File: src/rtl/xdma_cfg_frame_deserializer.sv
// Inbound configuration frame deserializer: decodes the frame-0 header, holds it, and
// emits one normalized payload beat per accepted frame through a single output register.
module xdma_cfg_frame_deserializer #(
  parameter int unsigned AxiWideDataWidth = 512,
  parameter int unsigned TotalFrameWidth  = 4,
  parameter int unsigned DMAIdWidth       = 4,
  parameter int unsigned AddrWidth        = 48,
  parameter int unsigned PayloadWidth     = AxiWideDataWidth - 1 - TotalFrameWidth
) (
  input  logic                        clk_i,
  input  logic                        rst_ni,
  input  logic [AxiWideDataWidth-1:0] frame_i,
  input  logic                        frame_valid_i,
  output logic                        frame_ready_o,
  output logic                        dma_type_o,
  output logic [DMAIdWidth-1:0]       dma_id_o,
  output logic [AddrWidth-1:0]        reader_addr_o,
  output logic [AddrWidth-1:0]        writer_addr_o,
  output logic [TotalFrameWidth-1:0]  frame_length_o,
  output logic [PayloadWidth-1:0]     payload_o,
  output logic [TotalFrameWidth-1:0]  payload_idx_o,
  output logic                        payload_first_o,
  output logic                        payload_last_o,
  output logic                        payload_valid_o,
  input  logic                        payload_ready_i,
  output logic                        err_o,
  output logic                        busy_o
);

  localparam int unsigned LenLsb   = 1;
  localparam int unsigned IdLsb    = LenLsb + TotalFrameWidth;
  localparam int unsigned RdLsb    = IdLsb + DMAIdWidth;
  localparam int unsigned WrLsb    = RdLsb + AddrWidth;
  localparam int unsigned HdrWidth = WrLsb + AddrWidth;
  localparam int unsigned BodyLsb  = LenLsb + TotalFrameWidth;

  typedef enum logic [0:0] {StIdle, StBody} state_e;

  state_e                      r_state, w_state_d;
  logic [TotalFrameWidth-1:0]  r_cnt, w_cnt_d;
  logic [TotalFrameWidth-1:0]  r_len, w_len_d;
  logic                        r_type, w_type_d;
  logic [DMAIdWidth-1:0]       r_id, w_id_d;
  logic [AddrWidth-1:0]        r_rd, w_rd_d;
  logic [AddrWidth-1:0]        r_wr, w_wr_d;
  logic                        r_valid, w_valid_d;
  logic [PayloadWidth-1:0]     r_payload, w_payload_d;
  logic [TotalFrameWidth-1:0]  r_idx, w_idx_d;
  logic                        r_first, w_first_d;
  logic                        r_last, w_last_d;
  logic                        r_err, w_err_d;

  logic                        w_accept;
  logic                        w_f_type;
  logic [TotalFrameWidth-1:0]  w_f_len;
  logic                        w_body_last;

  assign frame_ready_o = !r_valid || payload_ready_i;
  assign w_accept      = frame_valid_i && frame_ready_o;
  assign w_f_type      = frame_i[0];
  assign w_f_len       = frame_i[IdLsb-1:LenLsb];
  assign w_body_last   = (r_cnt == r_len - TotalFrameWidth'(1));

  always_ff @(posedge clk_i or negedge rst_ni) begin
    if (!rst_ni) begin
      r_state   <= StIdle;
      r_cnt     <= '0;
      r_len     <= '0;
      r_type    <= 1'b0;
      r_id      <= '0;
      r_rd      <= '0;
      r_wr      <= '0;
      r_valid   <= 1'b0;
      r_payload <= '0;
      r_idx     <= '0;
      r_first   <= 1'b0;
      r_last    <= 1'b0;
      r_err     <= 1'b0;
    end else begin
      r_state   <= w_state_d;
      r_cnt     <= w_cnt_d;
      r_len     <= w_len_d;
      r_type    <= w_type_d;
      r_id      <= w_id_d;
      r_rd      <= w_rd_d;
      r_wr      <= w_wr_d;
      r_valid   <= w_valid_d;
      r_payload <= w_payload_d;
      r_idx     <= w_idx_d;
      r_first   <= w_first_d;
      r_last    <= w_last_d;
      r_err     <= w_err_d;
    end
  end

  always_comb begin
    w_state_d   = r_state;
    w_cnt_d     = r_cnt;
    w_len_d     = r_len;
    w_type_d    = r_type;
    w_id_d      = r_id;
    w_rd_d      = r_rd;
    w_wr_d      = r_wr;
    w_valid_d   = r_valid && !payload_ready_i;
    w_payload_d = r_payload;
    w_idx_d     = r_idx;
    w_first_d   = r_first;
    w_last_d    = r_last;
    w_err_d     = 1'b0;
    if (w_accept) begin
      unique case (r_state)
        StIdle: begin
          // A zero-length header cannot describe a cfg: drop it and flag it.
          if (w_f_len == '0) begin
            w_err_d = 1'b1;
          end else begin
            w_type_d    = w_f_type;
            w_len_d     = w_f_len;
            w_id_d      = frame_i[RdLsb-1:IdLsb];
            w_rd_d      = frame_i[WrLsb-1:RdLsb];
            w_wr_d      = frame_i[HdrWidth-1:WrLsb];
            w_valid_d   = 1'b1;
            w_payload_d = PayloadWidth'(frame_i[AxiWideDataWidth-1:HdrWidth]);
            w_idx_d     = '0;
            w_first_d   = 1'b1;
            w_last_d    = (w_f_len == TotalFrameWidth'(1));
            if (w_f_len != TotalFrameWidth'(1)) begin
              w_cnt_d   = TotalFrameWidth'(1);
              w_state_d = StBody;
            end
          end
        end
        StBody: begin
          // Mismatching continuation headers are reported but do not disturb sequencing.
          w_err_d     = (w_f_type != r_type) || (w_f_len != r_len);
          w_valid_d   = 1'b1;
          w_payload_d = frame_i[AxiWideDataWidth-1:BodyLsb];
          w_idx_d     = r_cnt;
          w_first_d   = 1'b0;
          w_last_d    = w_body_last;
          if (w_body_last) begin
            w_cnt_d   = '0;
            w_state_d = StIdle;
          end else begin
            w_cnt_d   = r_cnt + TotalFrameWidth'(1);
          end
        end
        default: begin
          w_state_d = StIdle;
        end
      endcase
    end
  end

  assign dma_type_o      = r_type;
  assign dma_id_o        = r_id;
  assign reader_addr_o   = r_rd;
  assign writer_addr_o   = r_wr;
  assign frame_length_o  = r_len;
  assign payload_o       = r_payload;
  assign payload_idx_o   = r_idx;
  assign payload_first_o = r_first;
  assign payload_last_o  = r_last;
  assign payload_valid_o = r_valid;
  assign err_o           = r_err;
  assign busy_o          = (r_state == StBody);

endmodule
File: config.mk
export PLATFORM = sky130hd
export DESIGN_NAME = xdma_cfg_frame_deserializer
export DESIGN_NICKNAME = d
export VERILOG_FILES = /design/src/rtl/xdma_cfg_frame_deserializer.sv
export SDC_FILE = /design/constraint.sdc
export NUM_CORES = 1
export LEC_CHECK = 0
export ABC_CLOCK_PERIOD_IN_PS = 2500
export CORE_AREA = 2 2 448 450
export DETAILED_ROUTE_END_ITERATION = 8
export DIE_AREA = 0 0 450 452
export GPL_TIMING_DRIVEN = 0
export PLACE_DENSITY_LB_ADDON = 0.25
export SKIP_CTS_REPAIR_TIMING = 1
export SLEW_MARGIN = 0
export SYNTH_ARGS = -nofsm -noshare
export SYNTH_HDL_FRONTEND = slang
export SYNTH_SLANG_ARGS = --single-unit
File: constraint.sdc
create_clock -name clk_i -period 2.5 [get_ports clk_i]
set_input_delay 0.25 -clock clk_i [delete_from_list [all_inputs] [get_ports clk_i]]
set_output_delay 0.25 -clock clk_i [all_outputs]
set_load 0.02 [all_outputs]
==> reports/summary.txt <==
total grt overflow - 0
Non-Filler Instances - 6257
DRT antenna net count - 0
worst-margin pin slew - 1.09 ns
RR Endpoint - payload_o[65]
Leak - 0.0207 uW
total CTS buffers - 87
Relative slew margins - 27.5%
area delta synth->final - 67.6%
Vias per Instance - 3.85
Via Count - 24100
DP Area - 41800 um^2
DRT Pass-1 Iters - 7
CTS tree - built
Placed Cells - 6080
Starting Density - 13.5%
Die Y - 452 um
Max Fclk - 0.399 GHz
period utilization - 100%
CP arrival - 3.04 ns
Worst-path clk slew - 0.06 ns
fin util - 22.7%
share of cells above drive strength 1 - 11.2%
Seq/Total Area, Yosys - 58.2%
Synth area leaders - dfrtp_1, mux2i_1, o21ai_0
reg2reg path depth - 6
Detailed Place HPWL - 155000 um
final setup fails - 1
Total Nets Final - 4034
Synth Instances - 2278
die area - 203000 um^2
Yosys cell types - 34
initial antenna violation count - 51
type of the tightest min-delay check - in2async
Clock Sinks - 625
number of global-route vias before repair - 25000
Hold Slack - 0.0902 ns
synthesized cell area - 26900 um^2
critical path class - reg2reg
die width - 450 um
final hold violations - 0
critical path fanouts, max - 11
drt total wl - 192000 um
clk_skew - 0.0355 ns
number of synthesis warnings - 0
Reg2Reg Setup Slack - -0.004 ns
GPL Wtd Cong - 0.899
final instance area - 45000 um^2
Placeable Area - 199000 um^2
Worst setup EP type - flop
Bufs on Longest Clock Path - 3
Syn Area/Cell - 11.8 um^2
max-slew violation count - 0
Final min period - 2.50 ns
clock latency at the later pin of the worst-skew pair - 0.73 ns
Total Routing Usage GR - 18.3%
Fill cells - 21700
port buffer count - 1137
total power - 47700 uW
WL per Instance - 30.6 um
flops & latches, synth - 625
top cell type's share of synthesized area - 58.2%
outcome - complete, but fails checks
cell taking the most area after synthesis - dfrtp_1
DRC Markers - 0
commonest non-fill, non-tap cell in the layout - clkdlybuf4s50_1
largest net degree at the start of global routing - 105
IO Count - 1138
RSZ-0062 raised after global routing - yes
areal power density over the cells - 1060 nW/um^2
Max-cap violations - 0
most frequent cells in the layout - clkdlybuf4s50_1, dfrtp_1, nand2_1, o21ai_0, mux2i_1
placement row count - 164
initial drt markers - 1671
CP required - 3.04 ns
first-pass GRT wire length - 249000 um
R2R Path Start - busy_o
maximum vdd drop - 0.000517 V
H-tree depth - 3
Mapped Nets - 2796
worst setup margin - -0.00394 ns
CTS root buf - clkbuf_16
failing checks - negative setup slack
Critical Path Source Type - flop
Yosys cell counts, drive strengths merged:
| cell | count |
|---|---|
| o211ai | 1 |
| nand4 | 1 |
| or2 | 1 |
| nor3 | 3 |
| xor2 | 7 |
| o211a | 1 |
| buf | 78 |
| and3 | 2 |
| or3 | 1 |
| nor2 | 3 |
| nor4 | 1 |
| clkbuf | 95 |
| a21o | 1 |
| o22a | 1 |
| a221oi | 1 |
| o21ai | 409 |
| nand2 | 410 |
| mux2i | 408 |
| a22o | 105 |
| dfrtp | 625 |
| mux2 | 105 |
| o311ai | 1 |
| ha | 2 |
| xnor2 | 4 |
| nand3 | 3 |
| nand2b | 3 |
| o21a | 1 |
| inv | 3 |
| a32o | 2 |
final cells by class:
cell class              instances  area, um^2  share of cell area [%]
diodes                         20        50.0                   0.111
repair buffers               1150       11600                    25.9
flip-flops and latches        625       15600                    34.7
plain buffers                 172        1320                    2.93
clock buffers                 131        2500                    5.56
clock inverters                23         360                   0.801
inverters                       3        11.3                  0.0250
well taps                    2656        3320                    7.38
multi-input cells            1477       10200                    22.6
cell families after synthesis:
family,after synthesis,synth area share [%]
buffers and inverters,176,4.18
multiplexers,513,19.6
flip-flops,625,58.2
adder cells (fa/ha/maj),2,0.0932
XOR/XNOR,11,0.359
AND/OR/NAND/NOR,428,6.13
AO/OA/AOI/OAI,523,11.4
critical path: stages (launching register included):
cell	delay, ns
dfrtp_1	0.35
buf_4	0.16
buf_4	0.35
buf_8	0.34
clkbuf_4	0.40
mux2i_1	0.47
o21ai_0	0.15
worst max-delay path by stage:
| stage | from | to | slack (ns) | cells after the start |
|---|---|---|---|---|
| floorplan | payload_valid_o | writer_addr_o[17] | 0.45 | 7 |
| global placement | rst_ni | payload_o[476] | -31.90 | 1 |
| detailed placement | busy_o | payload_o[55] | -1.26 | 6 |
| CTS | busy_o | payload_o[55] | -1.29 | 6 |
| global route | busy_o | payload_o[284] | -0.01 | 6 |
| finish | busy_o | payload_o[65] | -0.004 | 6 |
metrics by stage:
step            TNS, ns  setup WS (ns)
3_5_place_dp    -446.86          -1.26
2_1_floorplan         0          0.446
6_report       -0.00394       -0.00394
3_3_place_gp          -         -31.90
4_1_cts         -267.82          -1.29
5_1_grt         -0.0213        -0.0110
per-layer routing:
metal  track usage, %  wire length, um
met5                0               63
met3             5.07            13600
met4             6.81             6700
met2             31.6            96000
met1             21.4            75400
state kept, by name, indices dropped and copies added, names as in the netlist:
| signal | flops |
|---|---|
| payload_valid_o | 1 |
| payload_o | 507 |
| reader_addr_o | 48 |
| err_o | 1 |
| r_cnt | 4 |
| payload_first_o | 1 |
| dma_id_o | 4 |
| frame_length_o | 4 |
| payload_idx_o | 4 |
| writer_addr_o | 48 |
| busy_o | 1 |
| payload_last_o | 1 |
| dma_type_o | 1 |
power by group:
part | switching (uW) | internal, uW
registers | 1910 | 13000
logic | 11300 | 8590
clock network | 5460 | 7460
total | 18700 | 29000
Note: power is estimated with default switching activity, not from simulation.
